### config.mk
export PLATFORM = sky130hd
export DESIGN_NAME = writeback_m1
export DESIGN_NICKNAME = d
export VERILOG_FILES = /design/src/rtl/m1_wb_pkg.sv /design/src/rtl/wb_fifo_m1.sv /design/src/rtl/writeback_m1.sv
export SDC_FILE = /design/constraint.sdc
export NUM_CORES = 1
export LEC_CHECK = 0
export CAP_MARGIN = 20
export CORE_AREA = 2 2 112 114
export DETAILED_ROUTE_END_ITERATION = 12
export DIE_AREA = 0 0 114 116
export GPL_TIMING_DRIVEN = 1
export SLEW_MARGIN = 10
export SYNTH_ARGS = -nofsm -noshare
export SYNTH_HDL_FRONTEND = slang
export SYNTH_SLANG_ARGS = --single-unit
export TNS_END_PERCENT = 1
### constraint.sdc
create_clock -name clk -period 2.6 [get_ports clk]
set_input_delay 0.52 -clock clk [delete_from_list [all_inputs] [get_ports clk]]
set_output_delay 0.52 -clock clk [all_outputs]
set_load 0.02 [all_outputs]
### src/rtl/m1_wb_pkg.sv
// Shared types and constants for the M1 writeback stage.
package m1_wb_pkg;

  localparam int M1_RF_ADDR_W = 4;
  localparam int M1_DATA_W    = 16;

  typedef struct packed {
    logic [M1_RF_ADDR_W-1:0] addr;
    logic [M1_DATA_W-1:0]    data;
  } wb_entry_t;

  localparam logic [3:0] STARVE_SAT = 4'd15;

  // Saturating increment for the 4-bit starvation counter.
  function automatic logic [3:0] sat_inc(input logic [3:0] v);
    return (v == STARVE_SAT) ? v : v + 4'd1;
  endfunction

endpackage

### src/rtl/wb_fifo_m1.sv
// Load-result FIFO for the M1 writeback stage: pointers carry one wrap bit,
// occupancy is tracked separately in a count register.
module wb_fifo_m1
  import m1_wb_pkg::*;
#(
  parameter int DEPTH = 4
) (
  input  logic      clk,
  input  logic      rst,
  input  logic      push,
  input  wb_entry_t push_entry,
  input  logic      pop,
  output logic      full,
  output logic      empty,
  output wb_entry_t head
);

  localparam int AW = $clog2(DEPTH);
  localparam int CW = AW + 1;
  localparam logic [CW-1:0] DEPTH_C = CW'(DEPTH);

  wb_entry_t         mem_q [DEPTH];
  logic [AW:0]       wr_ptr;
  logic [AW:0]       rd_ptr;
  logic [CW-1:0]     count;
  logic              do_push;
  logic              do_pop;

  assign full    = (count == DEPTH_C);
  assign empty   = (count == '0);
  assign do_push = push && !full;
  assign do_pop  = pop && !empty;
  assign head    = mem_q[rd_ptr[AW-1:0]];

  // Storage is not reset: entries are only visible through count.
  always_ff @(posedge clk) begin
    if (do_push) begin
      mem_q[wr_ptr[AW-1:0]] <= push_entry;
    end
  end

  always_ff @(posedge clk) begin
    if (rst) begin
      wr_ptr <= '0;
      rd_ptr <= '0;
      count  <= '0;
    end else begin
      if (do_push) wr_ptr <= wr_ptr + CW'(1);
      if (do_pop)  rd_ptr <= rd_ptr + CW'(1);
      case ({do_push, do_pop})
        2'b10:   count <= count + CW'(1);
        2'b01:   count <= count - CW'(1);
        default: count <= count;
      endcase
    end
  end

endmodule

### src/rtl/writeback_m1.sv
// M1 writeback stage: merges ALU results and buffered load results onto the
// register-file write port. Optional forwarding tap under M1_WB_FWD_EN.
module writeback_m1
  import m1_wb_pkg::*;
#(
  parameter int FIFO_DEPTH = 4,
  parameter int STARVE_LIM = 3
) (
  input  logic                    clk,
  input  logic                    rst,
  input  logic                    alu_valid,
  input  logic [M1_RF_ADDR_W-1:0] alu_dest,
  input  logic [M1_DATA_W-1:0]    alu_data,
  input  logic                    mem_valid,
  input  logic [M1_RF_ADDR_W-1:0] mem_dest,
  input  logic [M1_DATA_W-1:0]    mem_data,
  output logic                    mem_ready,
  output logic                    rf_we,
  output logic [M1_RF_ADDR_W-1:0] rf_waddr,
  output logic [M1_DATA_W-1:0]    rf_wdata,
  output logic                    fwd_valid,
  output logic [M1_RF_ADDR_W-1:0] fwd_addr,
  output logic [M1_DATA_W-1:0]    fwd_data,
  output logic                    issue_hold
);

  localparam logic [3:0] LIM_C = 4'(STARVE_LIM);

  wb_entry_t  push_entry;
  wb_entry_t  head;
  logic       fifo_full;
  logic       fifo_empty;
  logic       pop;
  logic [3:0] starve_cnt;
  logic [3:0] starve_cnt_next;

  // Load handshake: a transfer happens on a cycle with mem_valid && mem_ready.
  // mem_ready depends only on reset and occupancy, never on mem_valid or a
  // same-cycle pop, so the source may hold its offer until accepted.
  assign mem_ready  = !rst && !fifo_full;
  assign push_entry = '{addr: mem_dest, data: mem_data};
  assign pop        = !alu_valid && !fifo_empty;

  wb_fifo_m1 #(
    .DEPTH(FIFO_DEPTH)
  ) u_fifo (
    .clk        (clk),
    .rst        (rst),
    .push       (mem_valid && mem_ready),
    .push_entry (push_entry),
    .pop        (pop),
    .full       (fifo_full),
    .empty      (fifo_empty),
    .head       (head)
  );

  // ALU has absolute priority; it has no backpressure path.
  always_ff @(posedge clk) begin
    if (rst) begin
      rf_we    <= 1'b0;
      rf_waddr <= '0;
      rf_wdata <= '0;
    end else if (alu_valid) begin
      rf_we    <= 1'b1;
      rf_waddr <= alu_dest;
      rf_wdata <= alu_data;
    end else if (!fifo_empty) begin
      rf_we    <= 1'b1;
      rf_waddr <= head.addr;
      rf_wdata <= head.data;
    end else begin
      rf_we    <= 1'b0;
    end
  end

  always_comb begin
    starve_cnt_next = starve_cnt;
    if (fifo_empty || pop) begin
      starve_cnt_next = '0;
    end else if (alu_valid) begin
      starve_cnt_next = sat_inc(starve_cnt);
    end
  end

  // issue_hold tracks the counter's next value so it rises together with it.
  always_ff @(posedge clk) begin
    if (rst) begin
      starve_cnt <= '0;
      issue_hold <= 1'b0;
    end else begin
      starve_cnt <= starve_cnt_next;
      issue_hold <= (starve_cnt_next >= LIM_C);
    end
  end

`ifdef M1_WB_FWD_EN
  assign fwd_valid = rf_we;
  assign fwd_addr  = rf_waddr;
  assign fwd_data  = rf_wdata;
`else
  assign fwd_valid = 1'b0;
  assign fwd_addr  = '0;
  assign fwd_data  = '0;
`endif

endmodule

==> metrics.md, run 1 <==
| Metric | Value |
|---|---|
| Yosys warns | `0` |
| Pleak | `2.14 nW` |
| Worst-Margin Slew | `1.06 ns` |
| CP dominant cell by count | `clkdlybuf4s50_1` |
| Pwr/cell area | `976 nW/um^2` |
| Total grt overflow | `0` |
| Outcome | `complete, no violations` |
| CTS Root Cell | `clkbuf_16` |
| Max VDD drop | `0.554 mV` |
| Drt drc | `0` |
| Critical path class | `input pin to output pin` |
| Slowest CP cell | `clkdlybuf4s50_1` |
| Post-CTS setup buffers | `0` |
| CTS resizes | `0` |
| Worst setup EP type | `output pin` |
| Worst path top cell family by delay | `buffers and inverters` |
| Pre-CTS setup slack | `0.105 ns` |
| Worst-Skew Late Latency | `0.41 ns` |
| Dominant synthesized flop cell | `edfxtp_1` |
| # nets final | `453` |
| CTS sink cnt | `115` |
| Global Route Usage Sum | `16.6%` |
| # IOs | `88` |
| Core Rows | `40` |
| Final hold violations | `0` |
| Post-CTS Hold Buffers | `0` |
| Post-route ant nets | `0` |
| Synthesized area per cell | `14.5 sq um` |
| Clock transition at the registers of the reported paths | `0.05 ns` |
| Synth async-reset ratio | `0%` |
| CTS buffer count | `17` |
| CP Max Fanout | `11` |
| Count of cell types in the netlist | `38` |
| Seq/Total Area, Yosys | `66.2%` |
| Hold crit path type | `register to register` |
| Non-filler instance count after layout | `562` |
| Setup_tns | `0 ns` |
| Width of the die | `114 um` |
| Ranking of synthesized cells by area | `edfxtp_1, dfxtp_1, mux2_2` |
| DRT iter0 DRCs | `289` |
| Share of the synthesized area in the top cell type | `51.3%` |
| # diodes | `0` |
| Avg Vias per Cell | `5.11` |
| Tmin final | `2.38 ns` |
| CORE AREA | `11,900 sq um` |
| Filler cells | `978` |
| Number of synthesized flops with an enable pin | `80` |
| Critical path startpoint category | `input pin` |
| Layout area overhead | `30.1%` |
| Layout cells sized above 1 | `18.6%` |
| # port buffers | `66` |
| H-Tree Depth | `4` |
| CTS tree | `built` |
| Final worst setup slack | `0.216 ns` |
| First-pass detailed-route iteration total | `6` |
| Post-DR wirelength/cell | `18.0 um` |
| Max Freq | `0.420 GHz` |
| Setup Skew | `0.00940 ns` |
| Largest stage delay, worst path | `0.60 ns` |
| Relative slew slack | `29.0%` |
| RSZ-0062 raised after global routing | `no` |
| Chip height | `116 um` |
| Starting Density | `39.3%` |
| Maximum capacitance violations | `0` |
| Critical path cell sequence | `clkdlybuf4s50_1 -> buf_4 -> nor2_1 -> clkdlybuf4s50_1` |
| Critical path arrival | `1.86 ns` |
| Crit path buf inv count | `3` |
| Vias in the first global route | `3,016` |
| Dominant cell type by area after synthesis | `edfxtp_1` |
| Yosys reg bits | `115` |
| First-pass GRT wire length | `16,100 um` |
| Initial antenna violation count | `0` |
| DIE AREA | `13,200 sq um` |
| GP Congestion | `0.707` |
| Worst Path Required | `2.08 ns` |
| HPWL after DPL | `6100 um` |
| Pin count of the biggest net entering global routing | `41` |
| Final Max Tran Viols | `0` |
| Cells after Synth | `323` |
| Final period util | `91.7%` |
| Post-Syn Area | `4690 sq um` |
| DP Cell Count | `530` |
| # setup viols final | `0` |
| Via Count | `2,871` |
| Final wirelength | `10,100 um` |
| Clock Tree Buf Depth | `2` |
-- per-layer routing --
layer / part of all wire, % / up-vias / GRT usage (%)
li1: - / 1364 / -
met1: 42 / 1397 / 19.9
met2: 51 / 93 / 27.7
met3: 4.9 / 17 / 4.97
met4: 1.9 / 0 / 7.32
met5: 0 / - / 0
-- layout by cell type, fill, tap and decap left out, drive strengths merged, types with 3 or more instances in the layout --
master          n
edfxtp         80
clkdlybuf4s50  66
mux2           41
dfxtp          35
a21oi          29
o21ai          22
conb           21
a222oi         20
clkbuf         19
buf            13
inv            11
nor2           10
ha              6
and2            4
bufinv          4
clkinv          4
or3             3
nand3           3
clkinvlp        3
-- cell type report --
cell class	count	area, sq um	share of cell area (%)
inverters	9	33.8	0.554
well taps	147	184	3.02
clock inverters	13	183	3.00
flip-flops and latches	115	3100	50.9
multi-input cells	180	1350	22.2
clock buffers	19	433	7.10
repair buffers	79	808	13.3
-- state kept, by name (all words and copies together) (netlist names), named ones only --
name,flops
issue_hold,1
rf_waddr,4
rf_wdata,16
rf_we,1
starve_cnt,4
u_fifo.count,3
u_fifo.mem_q,80
u_fifo.rd_ptr,2
u_fifo.wr_ptr,2
-- report_power, final --
part	total (mW)	leakage [nW]	switching, mW	internal, mW
sequential	2.32	1.02	0.131	2.19
combinational	1.21	0.832	0.673	0.534
clock	2.42	0.291	0.821	1.60
total	5.95	2.14	1.63	4.33
-- kinds of logic (layout without fill, tap and decap cells) --
logic type,count (synthesis),count (layout),share of synthesized area (%)
AO/OA/AOI/OAI,77,77,10.7
XOR/XNOR,3,3,0.561
adder cells (fa/ha/maj),7,7,2.03
buffers and inverters,48,120,6.62
flip-flops,115,115,66.2
multiplexers,43,43,10.3
other,1,21,0.0800
AND/OR/NAND/NOR,29,29,3.47
-- worst reg2reg max path, stage by stage (launching register included) --
cell and delay [ns]:
dfxtp_1 0.38, nor3b_1 0.33, nor3b_2 0.09, inv_1 0.06
ha_1 0.17, inv_1 0.06, fa_1 0.38, xor2_1 0.16
or3_1 0.30, a21oi_1 0.15
-- per-stage QoR --
stage               instance area (sq um)  utilization (%)  total power [mW]  hold slack [ns]
floorplan                            4760                -              3.12            0.455
global placement                     5480             46.0              3.54            0.462
detailed placement                   5480             46.0              3.56            0.470
CTS                                  6100             51.2              6.00            0.478
global route                         6100             51.2              6.21            0.512
finish                               6100             51.2              5.95            0.477
-- synth_stat cells (2+ instances only) --
master,instances
ha_1,6
nand2b_1,2
buf_6,6
and2_1,4
clkbuf_1,6
mux2_1,12
or3_1,3
a21oi_1,29
mux2i_1,2
a222oi_1,20
mux2_2,29
nand3_1,3
buf_4,21
edfxtp_1,80
dfxtp_1,35
nor2_1,10
o21ai_1,20
inv_1,9
o21ai_0,2
buf_2,5
xor2_1,2
-- path summary, 6_finish.rpt --
path                                      start                            to  slack (ns)  cells after the start
setup reg to reg   u_fifo.count[2]$_SDFFE_PP0P_  u_fifo.count[2]$_SDFFE_PP0P_        0.44                      9
setup / recovery                            rst                     mem_ready        0.22                      4
hold / removal    u_fifo.rd_ptr[1]$_SDFFE_PP0P_                      register        0.48                      2
hold reg to reg   u_fifo.rd_ptr[1]$_SDFFE_PP0P_                      register        0.48                      2
(Power assumes the default switching activity.)
==> run 2: changes to the inputs <==
--- a/config.mk
+++ b/config.mk
@@ -9,6 +9,7 @@
 export CORE_AREA = 2 2 112 114
 export DETAILED_ROUTE_END_ITERATION = 12
 export DIE_AREA = 0 0 114 116
+export DONT_BUFFER_PORTS = 1
 export GPL_TIMING_DRIVEN = 1
 export SLEW_MARGIN = 10
 export SYNTH_ARGS = -nofsm -noshare
==> metrics.md, run 2 (synthesis gave the netlist of run 1 again) <==
| Metric | Value |
|---|---|
| Post-CTS Hold Buffers | `0 (unchanged)` |
| Tmin final | `2.23 ns (-0.151 ns)` |
| # nets final | `382 (-16%)` |
| Total grt overflow | `0 (unchanged)` |
| CTS buffer count | `17 (unchanged)` |
| Hold path cells | `1 (-1)` |
| DIE AREA | `13,200 sq um (unchanged)` |
| H-Tree Depth | `4 (unchanged)` |
| Width of the die | `114 um (unchanged)` |
| Critical path cell sequence | `nor3b_1 -> nor3b_2 -> inv_1 -> ha_1 -> inv_1 -> fa_1 -> xor2_1 -> or3_1 -> a21oi_1` |
| Most frequent cells in the layout | `edfxtp_1, dfxtp_1, mux2_2, a21oi_1, conb_1` |
| Critical path class | `register to register` |
| Starting Density | `39.3% (unchanged)` |
| Max VDD drop | `0.546 mV (-1.4%)` |
| Worst setup EP type | `register` |
| Pin count of the biggest net entering global routing | `41 (unchanged)` |
| CTS sink cnt | `115 (unchanged)` |
| # port buffers | `0 (-100%)` |
| Worst Path Required | `2.95 ns (+0.87 ns)` |
| CTS resizes | `0 (unchanged)` |
| Post-DR wirelength/cell | `19.4 um (+8.0%)` |
| # setup viols final | `0 (unchanged)` |
| Crit Reg-Reg Startpoint | `u_fifo.count[2]$_SDFFE_PP0P_` |
| Leading cell type in the layout, fill and taps excluded | `edfxtp_1` |
| Drt drc | `0 (unchanged)` |
| Total power | `5.29 mW (-11%)` |
| HPWL after DPL | `5630 um (-7.6%)` |
| DRT iter0 DRCs | `284 (-1.7%)` |
| Crit. Startpoint | `u_fifo.count[2]$_SDFFE_PP0P_` |
| Layout area overhead | `12.6%` |
| Critical path startpoint category | `register` |
| First-pass detailed-route iteration total | `7 (+1)` |
| Layout cells sized above 1 | `19.5% (+0.98 points)` |
| Core Rows | `40 (unchanged)` |
| CTS Root Cell | `clkbuf_16` |
| Clock transition at the registers of the reported paths | `0.05 ns (about the same)` |
| Critical path arrival | `2.58 ns (+0.72 ns)` |
| Worst-Margin Slew | `1.07 ns (+0.0106 ns)` |
| Final period util | `85.9% (-5.8 points)` |
| Pwr/cell area | `1000 nW/um^2 (+2.8%)` |
| Post-CTS setup buffers | `0 (unchanged)` |
| # diodes | `0 (unchanged)` |
| Chip height | `116 um (unchanged)` |
| Global Route Usage Sum | `15.7% (-0.86 points)` |
| CP dominant cell by count | `inv_1` |
| Largest register FFs | `80 (unchanged)` |
| # IOs | `88 (unchanged)` |
| Worst-Skew Late Latency | `0.41 ns (about the same)` |
| Slowest CP cell | `dfxtp_1` |
| Avg Vias per Cell | `5.47 (+7.1%)` |
| Maximum capacitance violations | `0 (unchanged)` |
| First-pass GRT wire length | `15,000 um (-6.9%)` |
| Vias in the first global route | `2,759 (-8.5%)` |
| Setup_tns | `0 ns (unchanged)` |
| Setup Skew | `0.00775 ns (-0.00165 ns)` |
| Largest stage delay, worst path | `0.39 ns (-0.21 ns)` |
| R2r setup slk | `0.37 ns (-0.07 ns)` |
| CP Max Fanout | `7 (-4)` |
| FF-to-FF path depth | `9 (unchanged)` |
| Worst hold endpoint | `u_fifo.count[2]$_SDFFE_PP0P_` |
| Final wirelength | `9510 um (-5.8%)` |
| Via Count | `2,680 (-6.7%)` |
| Clock Tree Buf Depth | `2 (unchanged)` |
| R2r endpoint | `u_fifo.count[2]$_SDFFE_PP0P_` |
| Final hold violations | `0 (unchanged)` |
| Post-route ant nets | `0 (unchanged)` |
| Max Freq | `0.448 GHz (+6.8%)` |
| CORE AREA | `11,900 sq um (unchanged)` |
| RSZ-0062 raised after global routing | `no` |
| Hold path start | `rst` |
| Final Max Tran Viols | `0 (unchanged)` |
| GP Congestion | `0.697 (-1.4%)` |
| Hold crit path type | `input pin to register` |
| CTS tree | `built` |
| Relative slew slack | `28.3% (-0.71 points)` |
| Initial antenna violation count | `0 (unchanged)` |
| Pleak | `1.82 nW (-15%)` |
| Outcome | `complete, no violations` |
==> run 2: cell count changes in the layout (fill, tap and decap cells not counted), moves of 2 or more <==
cell,change
buf_12,-3
inv_6,-2
clkbuf_8,+2
buf_4,-2
clkinv_1,+3
clkdlybuf4s50_1,-66
clkinvlp_4,-3
clkinv_2,+2
bufinv_16,-3
==> run 2: worst max path at each step <==
stage,to,slack (ns)
finish,u_fifo.count[2]$_SDFFE_PP0P_,0.37
floorplan,u_fifo.count[2]$_SDFFE_PP0P_,0.44
global placement,u_fifo.count[2]$_SDFFE_PP0P_,0.52
CTS,u_fifo.count[2]$_SDFFE_PP0P_,0.40
detailed placement,u_fifo.count[2]$_SDFFE_PP0P_,0.41
global route,u_fifo.count[2]$_SDFFE_PP0P_,0.20
==> run 2: cell type report <==
type                            instances  area (sq um)
Clock buffer                           22           464
Clock inverter                          9          65.1
Fill cell                            1060          6640
Inverter                                9          33.8
Multi-Input combinational cell        180          1350
Sequential cell                       115          3100
Tap cell                              147           184
Timing Repair Buffer                    8          72.6
==> run 2: metal layers <==
| layer | part of all wire [%] | track usage (%) | vias to the layer above |
|---|---|---|---|
| met2 | 51 | 26.2 | 99 |
| met5 | 0 | 0 | - |
| met4 | 1.7 | 6.18 | 0 |
| met1 | 39 | 17.3 | 1337 |
| met3 | 8.0 | 7.79 | 16 |
| li1 | - | - | 1228 |
==> run 2: report_power, final <==
group          internal [mW]  switching (mW)
Combinational          0.290           0.462
Sequential              2.20           0.271
Clock                   1.33           0.744
Total                   3.82            1.48
==> run 2: through the flow <==
step | util, % | setup WS, ns | cell area, sq um | hold slack (ns) | std cells
floorplan | - | 0.442 | 4760 | 0.455 | 343
finish | 44.3 | 0.368 | 5280 | 0.171 | 490
global placement | 39.9 | 0.518 | 4750 | 0.462 | 459
CTS | 44.3 | 0.400 | 5280 | 0.149 | 490
global route | 44.3 | 0.203 | 5280 | 0.159 | 490
detailed placement | 39.9 | 0.414 | 4750 | 0.472 | 459
==> run 2: worst max-delay path, delay by kind of cell (launching register included) <==
family	cells	cell delay, ns
xor+xnor	1	0.16
compound gates	1	0.14
flops	1	0.39
simple gates	3	0.79
buf+inv	2	0.14
fa+ha+maj	2	0.54
==> RTL change (flow settings as in run 1) <==
Set the package constant `M1_DATA_W` to 12 (it was 16).
--- a/src/rtl/m1_wb_pkg.sv
+++ b/src/rtl/m1_wb_pkg.sv
@@ -4,3 +4,3 @@
   localparam int M1_RF_ADDR_W = 4;
-  localparam int M1_DATA_W    = 16;
+  localparam int M1_DATA_W    = 12;
 
Interface: changed (resized alu_data, fwd_data, mem_data and rf_wdata); port bits go from 88 to 72. The function was not compared with the original's and may differ.
==> RTL change against run 1 <==
- total power shrank 30%
- sequential cell count decreased by 20
- wire length is 25% lower
- worst setup slack worse by 0.013 ns
- final area down 21%
- area after synthesis decreased by 17%
- sequential power shrank 20%
- sequential share of layout area is 1.7 points higher
==> RTL change: results (changes against run 1) <==
crit_path_max_fanout: 14  # +3
clk_pin_slew_ns: 0.07  # +0.02 ns
max_slew_margin_pct: 66.7  # +38 points
use_met3_pct: 4.34  # -0.63 points
vias: 2334  # -19%
grt_max_degree: 33  # -20%
clock_skew_ns: 0.00936  # -0.0000419 ns
dr.first_iter.drc_count: 123  # -57%
drive_gt1_share_pct: 14.0  # -4.6 points
ys_seq_area_share_pct: 65.1  # -1.2 points
placed_area_um2: 4540  # -17%
synthTopCellsByCount: "edfxtp_1, nand2_1, dfxtp_1"
grt_usage_pct: 12.3  # -4.2 points
p_leak_nw: 1.67  # -22%
ir_worst_vdd_uv: 315  # -43%
h-tree-depth: 3  # -1
met1_usage_pct: 14.7  # -5.2 points
status: "finished clean"
routed_wl_um: 7590  # -25%
critPathArrivalTime_ns: 1.88  # +0.02 ns
gp_congestion: 0.698  # -1.3%
grt_util_met2_pct: 20.8  # -6.9 points
p_int_w: 0.00298  # -31%
largest_reg_flops: 64  # -20%
synth_edf_count: 64  # -20%
synth_top_cells_by_area: "edfxtp_1, dfxtp_1, mux4_2, buf_4, nand2_1"
cts_buffers: 9  # -8
drt_pass1_iterations: 4  # -2
layout.nets: 382  # -16%
==> RTL change: cell types whose count changed after synthesis, moves of 7 or more <==
cell,run 1,this run
mux2_1,12,0
a222oi_1,20,0
a21oi_1,29,10
nand2_1,1,32
edfxtp_1,80,64
mux2_2,29,1
o21ai_1,20,13
mux4_2,0,16
a31oi_1,1,17
==> RTL change: kinds of logic after synthesis <==
logic type,synth area share (%)
buffers and inverters,6.98
adders and majority gates,2.43
DFF,65.1
other,0.0960
xor gates and xnor gates,0.673
AOI/OAI and AO/OA,8.01
and+or+nand+nor,7.24
muxes,9.51
==> RTL change: tightest hold or removal path: stages (launching register included) <==
cell,delay (ns)
dfxtp_1,0.31
o31ai_1,0.06
a21oi_1,0.08
==> RTL change: worst max-delay path by stage <==
stage / depth (start not counted) / startpoint / to / slack, ns
floorplan: 9 / alu_valid / u_fifo.count[2] / 0.44
global placement: 9 / rst / u_fifo.count[2] / 0.23
detailed placement: 9 / rst / u_fifo.count[2] / 0.14
CTS: 4 / rst / mem_ready / 0.20
global route: 9 / u_fifo.count[2] / u_fifo.count[2] / 0.09
finish: 4 / rst / mem_ready / 0.20
==> RTL change: per-stage QoR <==
step,setup WS (ns),total power (W),utilization (%),std cells
after floorplan,0.438,0.00265,-,294
after global placement,0.227,0.00294,38.1,475
after detailed placement,0.137,0.00296,38.1,475
after CTS,0.203,0.00423,40.6,491
after global routing,0.0857,0.00440,40.6,491
final,0.204,0.00418,40.6,491
==> RTL change: final cells by class <==
type / count / area (µm²) / share of cell area (%)
clock inverters: 5 / 40.0 / 0.828
clock buffers: 11 / 253 / 5.23
flip-flops and latches: 95 / 2540 / 52.6
well taps: 147 / 184 / 3.80
multi-input cells: 157 / 1150 / 23.8
inverters: 11 / 41.3 / 0.854
repair buffers: 65 / 623 / 12.9
==> RTL change: power groups by stage <==
stage	registers, W	clock network, W	logic [W]
CTS	0.00186	0.00130	0.00107
finish	0.00186	0.00127	0.00105
floorplan	0.00198	0	0.000667
global route	0.00188	0.00137	0.00115
detailed placement	0.00190	0	0.00107
global placement	0.00189	0	0.00104
==> RTL change: layer usage <==
metal | vias to the layer above | wire, µm
met5 | - | 0
met3 | 7 | 523
li1 | 1126 | -
met1 | 1127 | 3340
met2 | 74 | 3630
met4 | 0 | 88
